`config.mk`:
```
export PLATFORM = sky130hd
export DESIGN_NAME = control_unit
export DESIGN_NICKNAME = d
export VERILOG_FILES = /design/src/rtl/control_unit.sv
export SDC_FILE = /design/constraint.sdc
export NUM_CORES = 1
export LEC_CHECK = 0
export CORE_ASPECT_RATIO = 0.8
export CORE_MARGIN = 4
export CORE_UTILIZATION = 50
export CTS_CLUSTER_DIAMETER = 200
export CTS_CLUSTER_SIZE = 20
export DETAILED_ROUTE_END_ITERATION = 8
export GPL_ROUTABILITY_DRIVEN = 0
export PLACE_DENSITY = 0.88
export REMOVE_ABC_BUFFERS = 1
export SYNTH_ARGS = -nofsm -noshare
export SYNTH_HDL_FRONTEND = slang
export SYNTH_SLANG_ARGS = --single-unit
```
`constraint.sdc`:
```
create_clock -name clock -period 2.5 [get_ports clock]
set_input_delay 0.25 -clock clock [delete_from_list [all_inputs] [get_ports clock]]
set_output_delay 0.25 -clock clock [all_outputs]
set_load 0.01 [all_outputs]
```
`src/rtl/control_unit.sv`:
```
// -----------------------------------------------------------------------------
// control_unit
//   Multi-cycle MIPS-style control FSM (Moore). Every datapath strobe comes
//   straight from a flop: the next state is decoded once, and the strobes for
//   that state are captured on the same edge that enters it.
//
// Parameters
//   MEM_WAIT    : idle cycles between address presentation and valid read
//                 data (1..7); sets the length of FWAIT and LWAIT.
//   EXC_SP_INIT : constant the datapath writes to reg 29 when MemtoReg=2.
//                 The datapath owns the value; it is declared here so one
//                 parameter set configures the whole CPU.
//
// Ports
//   clock, reset        : rising-edge clock, synchronous active-high reset
//   opcode, funct       : IR[31:26], IR[5:0] (held stable by the IR)
//   Zero, Overflow      : ALU flags (Zero is consumed by the datapath)
//   PCWrite .. EPCControl : 1-bit datapath strobes
//   PCSource  : 0=ALU, 1=ALUOut, 2=jump target, 3=exception vector
//   ALUSrcA   : 0=PC, 1=A
//   ALUSrcB   : 0=B, 1=4, 2=SE(imm), 3=SE(imm)<<2
//   IorD      : 0=PC, 1=ALUOut
//   RegDst    : 0=rt, 1=rd, 2=reg29
//   MemtoReg  : 0=ALUOut, 1=MDR, 2=EXC_SP_INIT
//   ALUOp     : 001 add, 010 sub, 011 and, 100 or, 111 slt
//   ExcSel    : 0=overflow vector, 1=bad-opcode vector
//   Reset     : datapath register reset
// -----------------------------------------------------------------------------
module control_unit #(
  parameter int unsigned MEM_WAIT    = 1,
  parameter int unsigned EXC_SP_INIT = 227
) (
  input  logic       clock,
  input  logic       reset,
  input  logic [5:0] opcode,
  input  logic [5:0] funct,
  input  logic       Zero,
  input  logic       Overflow,
  output logic       PCWrite,
  output logic       PCWriteCond,
  output logic       MemWrite_Read,
  output logic       IRwrite,
  output logic       RegWrite,
  output logic       AB_Load,
  output logic       MDR_Load,
  output logic       ALUOutCtrl,
  output logic       EPCControl,
  output logic [1:0] PCSource,
  output logic       ALUSrcA,
  output logic [1:0] ALUSrcB,
  output logic       IorD,
  output logic [1:0] RegDst,
  output logic [1:0] MemtoReg,
  output logic [2:0] ALUOp,
  output logic       ExcSel,
  output logic       Reset
);

  typedef enum logic [4:0] {
    RST, FETCH, FWAIT, DECODE, EXEC_R, WB_R, EXEC_I, WB_I,
    MADDR, LWAIT, LWB, SWR, BEQ, BNE, JMP, JR, EXC
  } state_t;

  typedef struct packed {
    logic       pcWrite;
    logic       pcWriteCond;
    logic       memWriteRead;
    logic       irWrite;
    logic       regWrite;
    logic       abLoad;
    logic       mdrLoad;
    logic       aluOutCtrl;
    logic       epcControl;
    logic [1:0] pcSource;
    logic       aluSrcA;
    logic [1:0] aluSrcB;
    logic       iorD;
    logic [1:0] regDst;
    logic [1:0] memtoReg;
    logic [2:0] aluOp;
    logic       excSel;
    logic       dpReset;
  } ctrl_t;

  localparam logic [5:0] OP_RTYPE = 6'h00;
  localparam logic [5:0] OP_J     = 6'h02;
  localparam logic [5:0] OP_BEQ   = 6'h04;
  localparam logic [5:0] OP_BNE   = 6'h05;
  localparam logic [5:0] OP_ADDI  = 6'h08;
  localparam logic [5:0] OP_LW    = 6'h23;
  localparam logic [5:0] OP_SW    = 6'h2B;

  localparam logic [5:0] FN_JR  = 6'h08;
  localparam logic [5:0] FN_ADD = 6'h20;
  localparam logic [5:0] FN_SUB = 6'h22;
  localparam logic [5:0] FN_AND = 6'h24;
  localparam logic [5:0] FN_OR  = 6'h25;
  localparam logic [5:0] FN_SLT = 6'h2A;

  localparam logic [2:0] ALU_ADD = 3'b001;
  localparam logic [2:0] ALU_SUB = 3'b010;
  localparam logic [2:0] ALU_AND = 3'b011;
  localparam logic [2:0] ALU_OR  = 3'b100;
  localparam logic [2:0] ALU_SLT = 3'b111;

  // Wait states count down to zero; zero marks the final (data-valid) cycle.
  localparam logic [2:0] WAIT_LOAD = 3'(MEM_WAIT - 1);

  // In RST the counter sequences the power-up steps:
  // 0 = reset held / first Reset cycle, 1 = Reset pulse, 2 = reg29 init write.
  localparam logic [2:0] RST_INIT_STEP = 3'd2;

  state_t     state, nextState;
  logic [2:0] count, nextCount;
  logic [2:0] nextAluOp;
  logic       nextExcSel;
  ctrl_t      ctrl;

  // Zero drives the branch decision inside the datapath; EXC_SP_INIT is used
  // by the datapath's MemtoReg mux. Neither affects sequencing here.
  logic        unusedZero;
  logic [31:0] unusedSpInit;
  assign unusedZero   = Zero;
  assign unusedSpInit = EXC_SP_INIT;

  // Strobe decode for one state. EXEC_R's ALU operation and EXC's vector
  // select are chosen on the transition into those states and passed in.
  function automatic ctrl_t decodeCtrl(input state_t     s,
                                       input logic [2:0] cnt,
                                       input logic [2:0] aluOpSel,
                                       input logic       excSelSel);
    ctrl_t c;
    c = '0;
    case (s)
      RST: begin
        if (cnt == RST_INIT_STEP) begin
          c.regWrite = 1'b1;
          c.regDst   = 2'd2;
          c.memtoReg = 2'd2;
        end else begin
          c.dpReset = 1'b1;
        end
      end
      FETCH: begin
        c.pcWrite = 1'b1;
        c.aluSrcB = 2'd1;
        c.aluOp   = ALU_ADD;
      end
      FWAIT:  c.irWrite = (cnt == 3'd0);
      DECODE: begin
        c.abLoad     = 1'b1;
        c.aluOutCtrl = 1'b1;
        c.aluSrcB    = 2'd3;
        c.aluOp      = ALU_ADD;
      end
      EXEC_R: begin
        c.aluSrcA    = 1'b1;
        c.aluOutCtrl = 1'b1;
        c.aluOp      = aluOpSel;
      end
      WB_R: begin
        c.regWrite = 1'b1;
        c.regDst   = 2'd1;
      end
      EXEC_I, MADDR: begin
        c.aluSrcA    = 1'b1;
        c.aluSrcB    = 2'd2;
        c.aluOp      = ALU_ADD;
        c.aluOutCtrl = 1'b1;
      end
      WB_I: c.regWrite = 1'b1;
      LWAIT: begin
        c.iorD    = 1'b1;
        c.mdrLoad = (cnt == 3'd0);
      end
      LWB: begin
        c.regWrite = 1'b1;
        c.memtoReg = 2'd1;
      end
      SWR: begin
        c.iorD         = 1'b1;
        c.memWriteRead = 1'b1;
      end
      BEQ, BNE: begin
        c.aluSrcA     = 1'b1;
        c.aluOp       = ALU_SUB;
        c.pcSource    = 2'd1;
        c.pcWriteCond = 1'b1;
      end
      JMP: begin
        c.pcWrite  = 1'b1;
        c.pcSource = 2'd2;
      end
      JR: begin
        c.pcWrite = 1'b1;
        c.aluSrcA = 1'b1;
        c.aluOp   = ALU_ADD;
      end
      EXC: begin
        c.epcControl = 1'b1;
        c.pcWrite    = 1'b1;
        c.pcSource   = 2'd3;
        c.excSel     = excSelSel;
      end
      default: c = '0;
    endcase
    return c;
  endfunction

  // NOTE: every signal written here gets a default first, so no path through
  // the case statements can leave one unassigned and infer a latch.
  always_comb begin
    nextState  = state;
    nextCount  = 3'd0;
    nextAluOp  = ALU_ADD;
    nextExcSel = 1'b0;
    case (state)
      RST: begin
        if (count == RST_INIT_STEP) nextState = FETCH;
        else                        nextCount = count + 3'd1;
      end
      FETCH: begin
        nextState = FWAIT;
        nextCount = WAIT_LOAD;
      end
      FWAIT: begin
        if (count == 3'd0) nextState = DECODE;
        else               nextCount = count - 3'd1;
      end
      DECODE: begin
        case (opcode)
          OP_RTYPE: begin
            nextState = EXEC_R;
            case (funct)
              FN_ADD:  nextAluOp = ALU_ADD;
              FN_SUB:  nextAluOp = ALU_SUB;
              FN_AND:  nextAluOp = ALU_AND;
              FN_OR:   nextAluOp = ALU_OR;
              FN_SLT:  nextAluOp = ALU_SLT;
              FN_JR:   nextState = JR;
              default: begin
                nextState  = EXC;
                nextExcSel = 1'b1;
              end
            endcase
          end
          OP_ADDI:      nextState = EXEC_I;
          OP_LW, OP_SW: nextState = MADDR;
          OP_BEQ:       nextState = BEQ;
          OP_BNE:       nextState = BNE;
          OP_J:         nextState = JMP;
          default: begin
            nextState  = EXC;
            nextExcSel = 1'b1;
          end
        endcase
      end
      EXEC_R: begin
        // Only add and sub trap; logical ops and slt ignore the flag.
        if (Overflow && (ctrl.aluOp == ALU_ADD || ctrl.aluOp == ALU_SUB))
          nextState = EXC;
        else
          nextState = WB_R;
      end
      EXEC_I:  nextState = Overflow ? EXC : WB_I;
      MADDR: begin
        if (opcode == OP_LW) begin
          nextState = LWAIT;
          nextCount = WAIT_LOAD;
        end else begin
          nextState = SWR;
        end
      end
      LWAIT: begin
        if (count == 3'd0) nextState = LWB;
        else               nextCount = count - 3'd1;
      end
      default: nextState = FETCH;  // WB_R, WB_I, LWB, SWR, BEQ, BNE, JMP, JR, EXC
    endcase
  end

  // NOTE: state flops use non-blocking assignments so every flop samples
  // the pre-edge values regardless of statement order.
  always_ff @(posedge clock) begin
    if (reset) begin
      state <= RST;
      count <= 3'd0;
      ctrl  <= decodeCtrl(RST, 3'd0, ALU_ADD, 1'b0);
    end else begin
      state <= nextState;
      count <= nextCount;
      ctrl  <= decodeCtrl(nextState, nextCount, nextAluOp, nextExcSel);
    end
  end

  assign PCWrite       = ctrl.pcWrite;
  assign PCWriteCond   = ctrl.pcWriteCond;
  assign MemWrite_Read = ctrl.memWriteRead;
  assign IRwrite       = ctrl.irWrite;
  assign RegWrite      = ctrl.regWrite;
  assign AB_Load       = ctrl.abLoad;
  assign MDR_Load      = ctrl.mdrLoad;
  assign ALUOutCtrl    = ctrl.aluOutCtrl;
  assign EPCControl    = ctrl.epcControl;
  assign PCSource      = ctrl.pcSource;
  assign ALUSrcA       = ctrl.aluSrcA;
  assign ALUSrcB       = ctrl.aluSrcB;
  assign IorD          = ctrl.iorD;
  assign RegDst        = ctrl.regDst;
  assign MemtoReg      = ctrl.memtoReg;
  assign ALUOp         = ctrl.aluOp;
  assign ExcSel        = ctrl.excSel;
  assign Reset         = ctrl.dpReset;

endmodule

```
==> results.txt <==
Status -> complete, no violations
First-pass GRT wire length -> 7970 µm
FF-to-FF path depth -> 11
Ratio of cells with drive above 1 in the final layout -> 24.5%
Hold Crit Class -> flop to flop
Pwr dens -> 804 mW/mm²
Core area -> 0.00349 mm²
Post-Syn Area -> 0.00185 mm²
Reg clk slew, reported paths -> 0.07 ns
Dpl ws -> -0.0800 ns
Hold depth -> 1
Chip height -> 62.4 µm
Max VDD drop -> 0.000734 V
Worst Setup SP -> count[1]$_SDFF_PP0_
WP data arrival -> 2.61 ns
CTS Root Cell -> clkbuf_8
Hold Path Sink -> count[0]$_SDFF_PP0_
Final Cycle Share -> 95.2%
CTS tree -> yes
Row count -> 19
Post-Synth XOR/XNOR Area -> 1.89%
PortBufs -> 38
Die area -> 0.00474 mm²
WHS -> 0.538 ns
Post-synthesis mux area share -> 0%
Pre-antenna DRT Iters -> 5
Die width -> 76.0 µm
Pleak -> 0.931 nW
Placement Cell Area -> 0.00240 mm²
Post-DP HPWL -> 3510 µm
Synth Area in Compound Gates -> 20.3%
Slew HR -> 57.3%
Worst Skew -> 0.00515 ns
Final setup fails -> 0
Via count -> 1802
Slew Viols, Final -> 0
Cells after synthesis -> 202
Post-route total power -> 2.04 mW
Worst Tran Pin Value -> 0.641 ns
Clk_lat worst skew -> 0.29 ns
Synth Area in Simple Gates -> 36.8%
Seq cells post-synth -> 32
Startpoint Class -> flop
Largest net degree at the start of global routing -> 14
Critical Path RT -> 2.73 ns
Synthesis warning total -> 0
# hold bufs at CTS -> 0
Vias in the first global route -> 1679
Number of routed nets with antenna violations -> 0
Post-synthesis average cell area -> 9.15 µm²
Final Cell Area -> 0.00253 mm²
Overall Global Routing Usage -> 20.3%
CTS sink count -> 32
Drt via density -> 5.87
FFs w/ async S/R, synth -> 0%
Residual DRC -> 0
Post-synthesis sequential area ratio -> 34.6%
Fillers -> 246
Detailed Route WL -> 4880 µm
Ant diodes -> 0
DRC marker count from the first detailed-route iteration -> 147
Final WS setup -> 0.119 ns
Wire length per cell -> 15.9 µm
Setup TNS -> 0 ns
Post-Synth Adder-Cell Area -> 1.35%
Nets -> 282
Worst Path Max Fanout -> 6
Overflow after GRT -> 0
Post-synth EDFFs -> 0
Top achievable clock speed -> 420 MHz
Ports -> 40
Final Hold Fails -> 0
CP endpoint kind -> flop
R2R Path End -> RegWrite$_SDFF_PP0_
Max-Cap Viols -> 0
Initial antenna violation count -> 0
Largest family of logic cells by synthesized area -> simple AND/OR/NAND/NOR gates
Crit Path Category -> flop to flop
R2r startpoint -> count[1]$_SDFF_PP0_
Total number of H-tree levels -> 2
Fin crit period -> 2.38 ns
Worst R2R Setup Slack -> 0.12 ns
Layout overhead on the synthesized area -> 36.9%
CTS buffer count -> 5
Number of unique standard cell types used by synthesis -> 67
Clk buf depth -> 2
Top_reg_cell synth -> dfxtp_1
HP Start -> count[0]$_SDFF_PP0_
Initial core utilization -> 52.9%
## timing repair
| item | in CTS | in global routing |
|---|---|---|
| buffers inserted | 0 | 3 |
| resized for setup | 0 | 1 |
| endpoints found under the setup margin | 0 | 4 |
## state kept, by name, summed over array words and instances, names as in the netlist
signal,cells
RegDst,2
IorD,1
EPCControl,1
ALUSrcB,2
AB_Load,1
IRwrite,1
PCWriteCond,1
MDR_Load,1
count,3
MemtoReg,2
ALUOutCtrl,1
ALUOp,3
MemWrite_Read,1
PCWrite,1
ExcSel,1
Reset,1
PCSource,2
RegWrite,1
ALUSrcA,1
state,5
## critical path: stages (launching register included)
cell and delay, ns:
dfxtp_1 0.34, or2_2 0.32, inv_1 0.06, ha_1 0.15, nand2b_1 0.06, a221oi_1 0.29
o311ai_2 0.23, nor3_4 0.23, buf_4 0.18, nand2b_2 0.10, nor3_2 0.24, nand3b_1 0.13
## per-layer routing
metal,share of wire [%],up-vias,global-route usage [%],wire [µm]
li1,-,867,-,-
met4,1.8,0,4.89,87
met2,47,75,32.8,2290
met3,6.1,13,5.19,299
met1,45,847,26.9,2200
met5,0,-,0,0
## cells in the mapped netlist, drive strengths merged, types with 4 or more instances
| master | count | share of area (%) |
|---|---|---|
| a21oi | 9 | 2.6 |
| and2 | 5 | 1.8 |
| buf | 9 | 3.6 |
| dfxtp | 32 | 35 |
| inv | 5 | 1.0 |
| nand2 | 13 | 2.6 |
| nand2b | 7 | 2.5 |
| nand3 | 6 | 1.6 |
| nand3b | 4 | 1.6 |
| nor2 | 21 | 4.7 |
| nor2b | 4 | 1.4 |
| nor3 | 17 | 6.8 |
| nor3b | 6 | 2.7 |
| o21ai | 8 | 2.4 |
| o22ai | 4 | 1.4 |
## cells by family after synthesis
family,after synthesis
buf+inv,16
compound gates,45
fa+ha+maj,2
simple gates,103
flops,32
xor+xnor,4
## power by group
group          total [mW]  leakage, nW  switching [mW]  internal [mW]
clock network       0.492       0.0552           0.197          0.296
registers           0.651        0.259          0.0638          0.587
logic               0.893        0.616           0.467          0.427
## area by class of cell
| cell class | count | area (µm²) | area share (%) |
|---|---|---|---|
| Clock inverter | 2 | 35.0 | 1.38 |
| Sequential cell | 32 | 641 | 25.3 |
| Inverter | 5 | 18.8 | 0.741 |
| Clock buffer | 6 | 72.6 | 2.87 |
| Timing Repair Buffer | 66 | 591 | 23.3 |
| Multi-Input combinational cell | 154 | 1120 | 44.3 |
| Tap cell | 42 | 52.6 | 2.08 |
## layout by cell type (no fill, tap or decap), drive strengths merged, types with 3 or more instances in the layout
| cell type | n |
|---|---|
| clkdlybuf4s50 | 38 |
| dfxtp | 32 |
| buf | 28 |
| nor2 | 21 |
| nor3 | 17 |
| nand2 | 13 |
| a21oi | 9 |
| o21ai | 8 |
| nand2b | 7 |
| nand3 | 6 |
| nor3b | 6 |
| clkbuf | 6 |
| inv | 5 |
| and2 | 5 |
| nor2b | 4 |
| o22ai | 4 |
| nand3b | 4 |
| xnor2 | 3 |
| o21bai | 3 |
| a211oi | 3 |
| nor4 | 3 |
## worst max path at each step
stage	end	slack [ns]	cells after the start
final	RegWrite$_SDFF_PP0_	0.12	11
after floorplan	ALUSrcA$_SDFF_PP0_	0.19	7
after CTS	RegWrite$_SDFF_PP0_	0.10	10
after global routing	RegWrite$_SDFF_PP0_	-0.02	11
after detailed placement	ALUOp[0]$_SDFF_PP0_	-0.08	8
after global placement	ALUOp[0]$_SDFF_PP0_	-0.03	8
## through the flow
step	util (%)	instances
6_report	72.5	307
5_1_grt	72.5	307
4_1_cts	71.6	304
3_5_place_dp	68.6	296
3_3_place_gp	68.6	296
2_1_floorplan	-	191
Note: power is estimated with default switching activity, not from simulation.
